## src/rtl/hl_load_sequencer.sv

```systemverilog
// rtl/hl_load_sequencer.sv - pairs a half-word byte stream into register_hl and hands the word downstream
// High byte first, low byte second; the register is cleared after every consume or timeout abort.
module hl_load_sequencer #(
  parameter int N       = 16,
  parameter int TIMEOUT = 255
) (
  input  logic             clk,
  input  logic             clear,
  input  logic [N/2-1:0]   in_byte,
  input  logic             in_valid,
  output logic             in_ready,
  output logic [N/2-1:0]   reg_inh,
  output logic [N/2-1:0]   reg_inl,
  output logic             reg_loadh,
  output logic             reg_loadl,
  output logic             reg_clr,
  input  logic [N-1:0]     reg_out,
  output logic [N-1:0]     word,
  output logic             word_valid,
  input  logic             word_ready,
  output logic             timeout_err,
  output logic [7:0]       word_count
);

  localparam int CW = (TIMEOUT > 1) ? $clog2(TIMEOUT) : 1;
  localparam logic [CW-1:0] LIMIT = CW'(TIMEOUT - 1);

  typedef enum logic [1:0] {IDLE, HAVE_H, FULL, CLR} state_t;

  state_t        state;
  logic [CW-1:0] tcnt;
  logic          accept;

  assign in_ready   = (state == IDLE) || (state == HAVE_H);
  assign accept     = in_valid & in_ready;
  assign reg_inh    = in_byte;
  assign reg_inl    = in_byte;
  assign reg_loadh  = accept & (state == IDLE);
  assign reg_loadl  = accept & (state == HAVE_H);
  assign word       = reg_out;
  assign word_valid = (state == FULL);

  // reg_clr feeds the register's async clear, so it must come straight from a flop
  always_ff @(posedge clk or posedge clear) begin
    if (clear) begin
      state       <= IDLE;
      tcnt        <= '0;
      reg_clr     <= 1'b0;
      timeout_err <= 1'b0;
      word_count  <= 8'd0;
    end else begin
      reg_clr     <= 1'b0;
      timeout_err <= 1'b0;
      case (state)
        IDLE: begin
          if (accept) begin
            state <= HAVE_H;
            tcnt  <= '0;
          end
        end
        HAVE_H: begin
          // a low byte arriving on the limit cycle still completes the word
          if (accept) begin
            state <= FULL;
          end else if (tcnt == LIMIT) begin
            state       <= CLR;
            reg_clr     <= 1'b1;
            timeout_err <= 1'b1;
          end else begin
            tcnt <= tcnt + 1'b1;
          end
        end
        FULL: begin
          if (word_ready) begin
            state      <= CLR;
            reg_clr    <= 1'b1;
            word_count <= word_count + 8'd1;
          end
        end
        CLR: begin
          state <= IDLE;
        end
        default: begin
          state <= IDLE;
        end
      endcase
    end
  end

endmodule

```

## config.mk

```make
export PLATFORM = sky130hd
export DESIGN_NAME = hl_load_sequencer
export DESIGN_NICKNAME = d
export VERILOG_FILES = /design/src/rtl/hl_load_sequencer.sv
export SDC_FILE = /design/constraint.sdc
export NUM_CORES = 1
export LEC_CHECK = 0
export ABC_CLOCK_PERIOD_IN_PS = 2100
export CELL_PAD_IN_SITES_DETAIL_PLACEMENT = 1
export CELL_PAD_IN_SITES_GLOBAL_PLACEMENT = 2
export CORE_ASPECT_RATIO = 1.4
export CORE_MARGIN = 4
export CORE_UTILIZATION = 21
export CTS_CLUSTER_DIAMETER = 80
export DETAILED_ROUTE_END_ITERATION = 10
export GPL_ROUTABILITY_DRIVEN = 0
export HOLD_SLACK_MARGIN = 0.08
export PLACE_DENSITY = 0.78
export SLEW_MARGIN = 20
export SYNTH_ARGS = -nofsm -noshare
export SYNTH_HDL_FRONTEND = slang
export SYNTH_SLANG_ARGS = --single-unit
```

## constraint.sdc

```tcl
create_clock -name clk -period 2.1 [get_ports clk]
set_input_delay 0.21 -clock clk [delete_from_list [all_inputs] [get_ports clk]]
set_output_delay 0.21 -clock clk [all_outputs]
set_load 0.01 [all_outputs]
```

==> tab_implementation.tex, run 1 <==
\begin{tabular}{lr}
\hline
Metric & Value \\
\hline
\multicolumn{2}{l}{\textbf{Timing}} \\
Ratio of final minimum period to clock period & 95.3\% \\
Final setup violation count & 0 \\
Fin Clk Skew & 3.15 ps \\
Setup slack after layout & 98.0 ps \\
Total Negative Setup Slacks & 0 ps \\
Worst Max-Slew Pin Slew & 376 ps \\
Tmin final & 2000 ps \\
Final-report max-slew violation count & 0 \\
Final hold slack & 271 ps \\
Unrepaired setup endpoints after global routing & false \\
Endpoints failing hold & 0 \\
Headroom to the max-slew limit & 74.8\% \\
Max Clock Freq & 500 MHz \\
\multicolumn{2}{l}{\textbf{Synthesis}} \\
Library cells used by synthesis & 32 \\
Share of synthesized area occupied by flip-flops and latches & 38.4\% \\
Synthesis-stage register bit count & 20 \\
Ys flop type & sky130\_fd\_sc\_hd\_\_dfrtp\_1 \\
Number of enable flip-flop cells after synthesis & 0 \\
Average cell area after synthesis & 9.88 sq um \\
Yosys warning count & 0 \\
Post-synth ARST share & 100\% \\
Net count of the mapped netlist & 166 \\
Synthesized instance count & 132 \\
Summed instance area of the synthesized netlist & 1300 sq um \\
\multicolumn{2}{l}{\textbf{Drt}} \\
Iteration count of the initial detailed-routing pass & 4 \\
Total number of vias & 804 \\
Number of remaining DRC errors & 0 \\
Avg WL per Cell & 12.8 microns \\
Per-cell via count in the routed design & 4.21 \\
Antenna violation net count after detailed routing & 0 \\
Iteration-0 DRC count of the detailed router & 77 \\
Wirelength, routed & 2450 microns \\
\multicolumn{2}{l}{\textbf{Setup path}} \\
CP Data Required Time & 1890 ps \\
Worst R2R Start & state[1] \\
Most frequent cell on the critical path & sky130\_fd\_sc\_hd\_\_inv\_1 \\
Data arrival time at the worst-slack endpoint & 1790 ps \\
Slowest Stage Delay on Critical Path & 540 ps \\
Critical path capture point type & primary output \\
Type of the worst setup path & reg2out \\
Ordered list of cells on the worst path & inv\_1 -> ha\_4 -> nand2\_1 -> inv\_1 -> clkdlybuf4s50\_1 \\
Critical Path Source Type & flip-flop \\
Max Fanout on Critical Path & 8 \\
Standard cell with the maximum stage delay on the critical path & sky130\_fd\_sc\_hd\_\_clkdlybuf4s50\_1 \\
Setup crit start & state[0] \\
\multicolumn{2}{l}{\textbf{Cells and area}} \\
Combined area of the multi-input logic cells & 541 sq um \\
Number of antenna cells inserted & 0 \\
Number of filler cells placed in the layout & 705 \\
Most frequent cells in the layout & sky130\_fd\_sc\_hd\_\_dfrtp\_1, sky130\_fd\_sc\_hd\_\_clkdlybuf4s50\_1, sky130\_fd\_sc\_hd\_\_nand2\_1 \\
Layout overhead on the synthesized area & 6.43\% \\
Total area of sequential cells & 500 sq um \\
Net count reported at finish & 156 \\
Share of final-layout standard cells stronger than drive strength 1 & 7.44\% \\
Final Instance Area & 1390 sq um \\
Most common cell after layout, fill and taps aside & sky130\_fd\_sc\_hd\_\_dfrtp\_1 \\
\multicolumn{2}{l}{\textbf{Global routing}} \\
Number of global-route vias before repair & 889 \\
Remaining global-route overflow & 0 \\
First-pass GRT wire length & 4230 microns \\
Initial antenna violation count & 0 \\
GRT Resource Usage Total & 7.22\% \\
Pin count of the biggest net entering global routing & 21 \\
\multicolumn{2}{l}{\textbf{Place}} \\
Half-perimeter wire length after detailed placement & 1880 microns \\
Area post-placement & 1320 sq um \\
Port buffer count & 17 \\
Setup slack at placement & 228 ps \\
\multicolumn{2}{l}{\textbf{Floorplanning}} \\
Initial cell density of the core & 21.9\% \\
Full die area & 7550 sq um \\
Core Rows & 33 \\
Floorplan die height & 101 microns \\
Standard cell core area & 5950 sq um \\
Boundary pin count & 74 \\
Overall die width & 74.6 microns \\
\multicolumn{2}{l}{\textbf{Clock tree}} \\
Insertion delay of the later-clocked pin in the worst-skew pair & 260 ps \\
Max H-tree Level & 1 \\
TritonCTS Buffers & 3 \\
Number of clock sinks & 20 \\
CTS Root Buffer Type & sky130\_fd\_sc\_hd\_\_clkbuf\_8 \\
TritonCTS clock tree & built \\
Clock-pin transition on the worst setup and hold timing paths & 80 ps \\
Maximum count of clock buffers along a single path & 2 \\
\multicolumn{2}{l}{\textbf{Pwr}} \\
Power Density & 1170 nW/um\^{}2 \\
Max IR drop VDD & 0.419 mV \\
Leakage power & 0.618 nW \\
Power after layout & 0.00162 W \\
\multicolumn{2}{l}{\textbf{Outcome}} \\
Status & finished clean \\
\multicolumn{2}{l}{\textbf{Run}} \\
Reported max-cap violation count & 0 \\
\multicolumn{2}{l}{\textbf{Min path}} \\
Worst hold path type & in2async \\
\hline
\end{tabular}
==> area by class of cell <==
cell class                      count  share of cell area, %
Multi-Input combinational cell     72                   39.0
Sequential cell                    20                   36.1
Timing Repair Buffer               18                   12.8
Tap cell                           70                   6.31
Clock buffer                        4                   3.97
Inverter                            7                   1.89
==> through the flow <==
stage                     util [%]  cells
after floorplan                  -    132
after global placement        22.2    187
after detailed placement      22.2    187
after CTS                     23.1    191
after global routing          23.3    191
final                         23.3    191
==> logic make-up (layout without fill, tap and decap cells) <==
| family | count (synthesis) | in the layout | synth area share (%) |
|---|---|---|---|
| adders and majority gates | 6 | 6 | 5.76 |
| AOI/OAI and AO/OA | 14 | 14 | 8.45 |
| buffers and inverters | 40 | 29 | 21.3 |
| and+or+nand+nor | 38 | 38 | 15.8 |
| xor gates and xnor gates | 7 | 7 | 4.70 |
| DFF | 20 | 20 | 38.4 |
| muxes | 7 | 7 | 5.57 |
==> state kept, by name, summed over array words and instances (netlist names) <==
signal	count
tcnt	8
word_count	8
state	2
reg_clr	1
timeout_err	1
==> worst max-delay path: cells and delay by family (launching register included) <==
kind                     cells  cell delay [ps]
flip-flops                   1              440
adder cells (fa/ha/maj)      1              200
AND/OR/NAND/NOR              1               90
buffers and inverters        3              800
==> layer usage <==
layer / part of all wire, % / up-vias / wire length, microns / track usage [%]
li1: - / 386 / - / -
met1: 44 / 402 / 1080 / 8.47
met2: 50 / 14 / 1220 / 12.2
met3: 5.5 / 2 / 136 / 2.88
met4: 0.49 / 0 / 12 / 1.78
met5: 0 / - / 0 / 0
==> Yosys cell counts, types with 4 or more instances <==
| cell type | number | share of area, % |
|---|---|---|
| sky130_fd_sc_hd__mux2i_1 | 5 | 3.8 |
| sky130_fd_sc_hd__inv_1 | 7 | 2.0 |
| sky130_fd_sc_hd__buf_4 | 32 | 18 |
| sky130_fd_sc_hd__nand2_1 | 11 | 3.2 |
| sky130_fd_sc_hd__nor2_1 | 4 | 1.2 |
| sky130_fd_sc_hd__nand3_1 | 5 | 1.9 |
| sky130_fd_sc_hd__and2_1 | 5 | 2.4 |
| sky130_fd_sc_hd__xnor2_1 | 4 | 2.7 |
| sky130_fd_sc_hd__ha_1 | 6 | 5.8 |
| sky130_fd_sc_hd__dfrtp_1 | 20 | 38 |
==> what timing repair did <==
item	4_1_cts	5_1_grt
gates resized for setup	1	2
hold buffers	0	0
buffers inserted	0	0
setup endpoints to repair	1	2
==> final timing paths <==
check,to,slack [ps],cells past startpoint
worst max-delay path,reg_loadh,100,5
worst min-delay path,tcnt[2],270,3
worst max register to register,tcnt[6],270,6
worst min register to register,word_count[7],480,1
max in group asynchronous,reg_clr,1610,3
min in group clk,word[10],420,0
==> where the power goes <==
group / leakage (nW) / switching (W) / internal, W
clock network: 0.0288 / 0.000133 / 0.000167
logic: 0.326 / 0.000333 / 0.000383
registers: 0.263 / 0.000119 / 0.000490
Note: power is estimated with default switching activity, not from simulation.
==> inputs of run 2 (changes only) <==
--- a/config.mk
+++ b/config.mk
@@ -5,7 +5,6 @@
 export SDC_FILE = /design/constraint.sdc
 export NUM_CORES = 1
 export LEC_CHECK = 0
-export ABC_CLOCK_PERIOD_IN_PS = 2100
 export CELL_PAD_IN_SITES_DETAIL_PLACEMENT = 1
 export CELL_PAD_IN_SITES_GLOBAL_PLACEMENT = 2
 export CORE_ASPECT_RATIO = 1.4
==> results of run 2 <==
Final layout, timing and power as in run 1 (identical DEF).
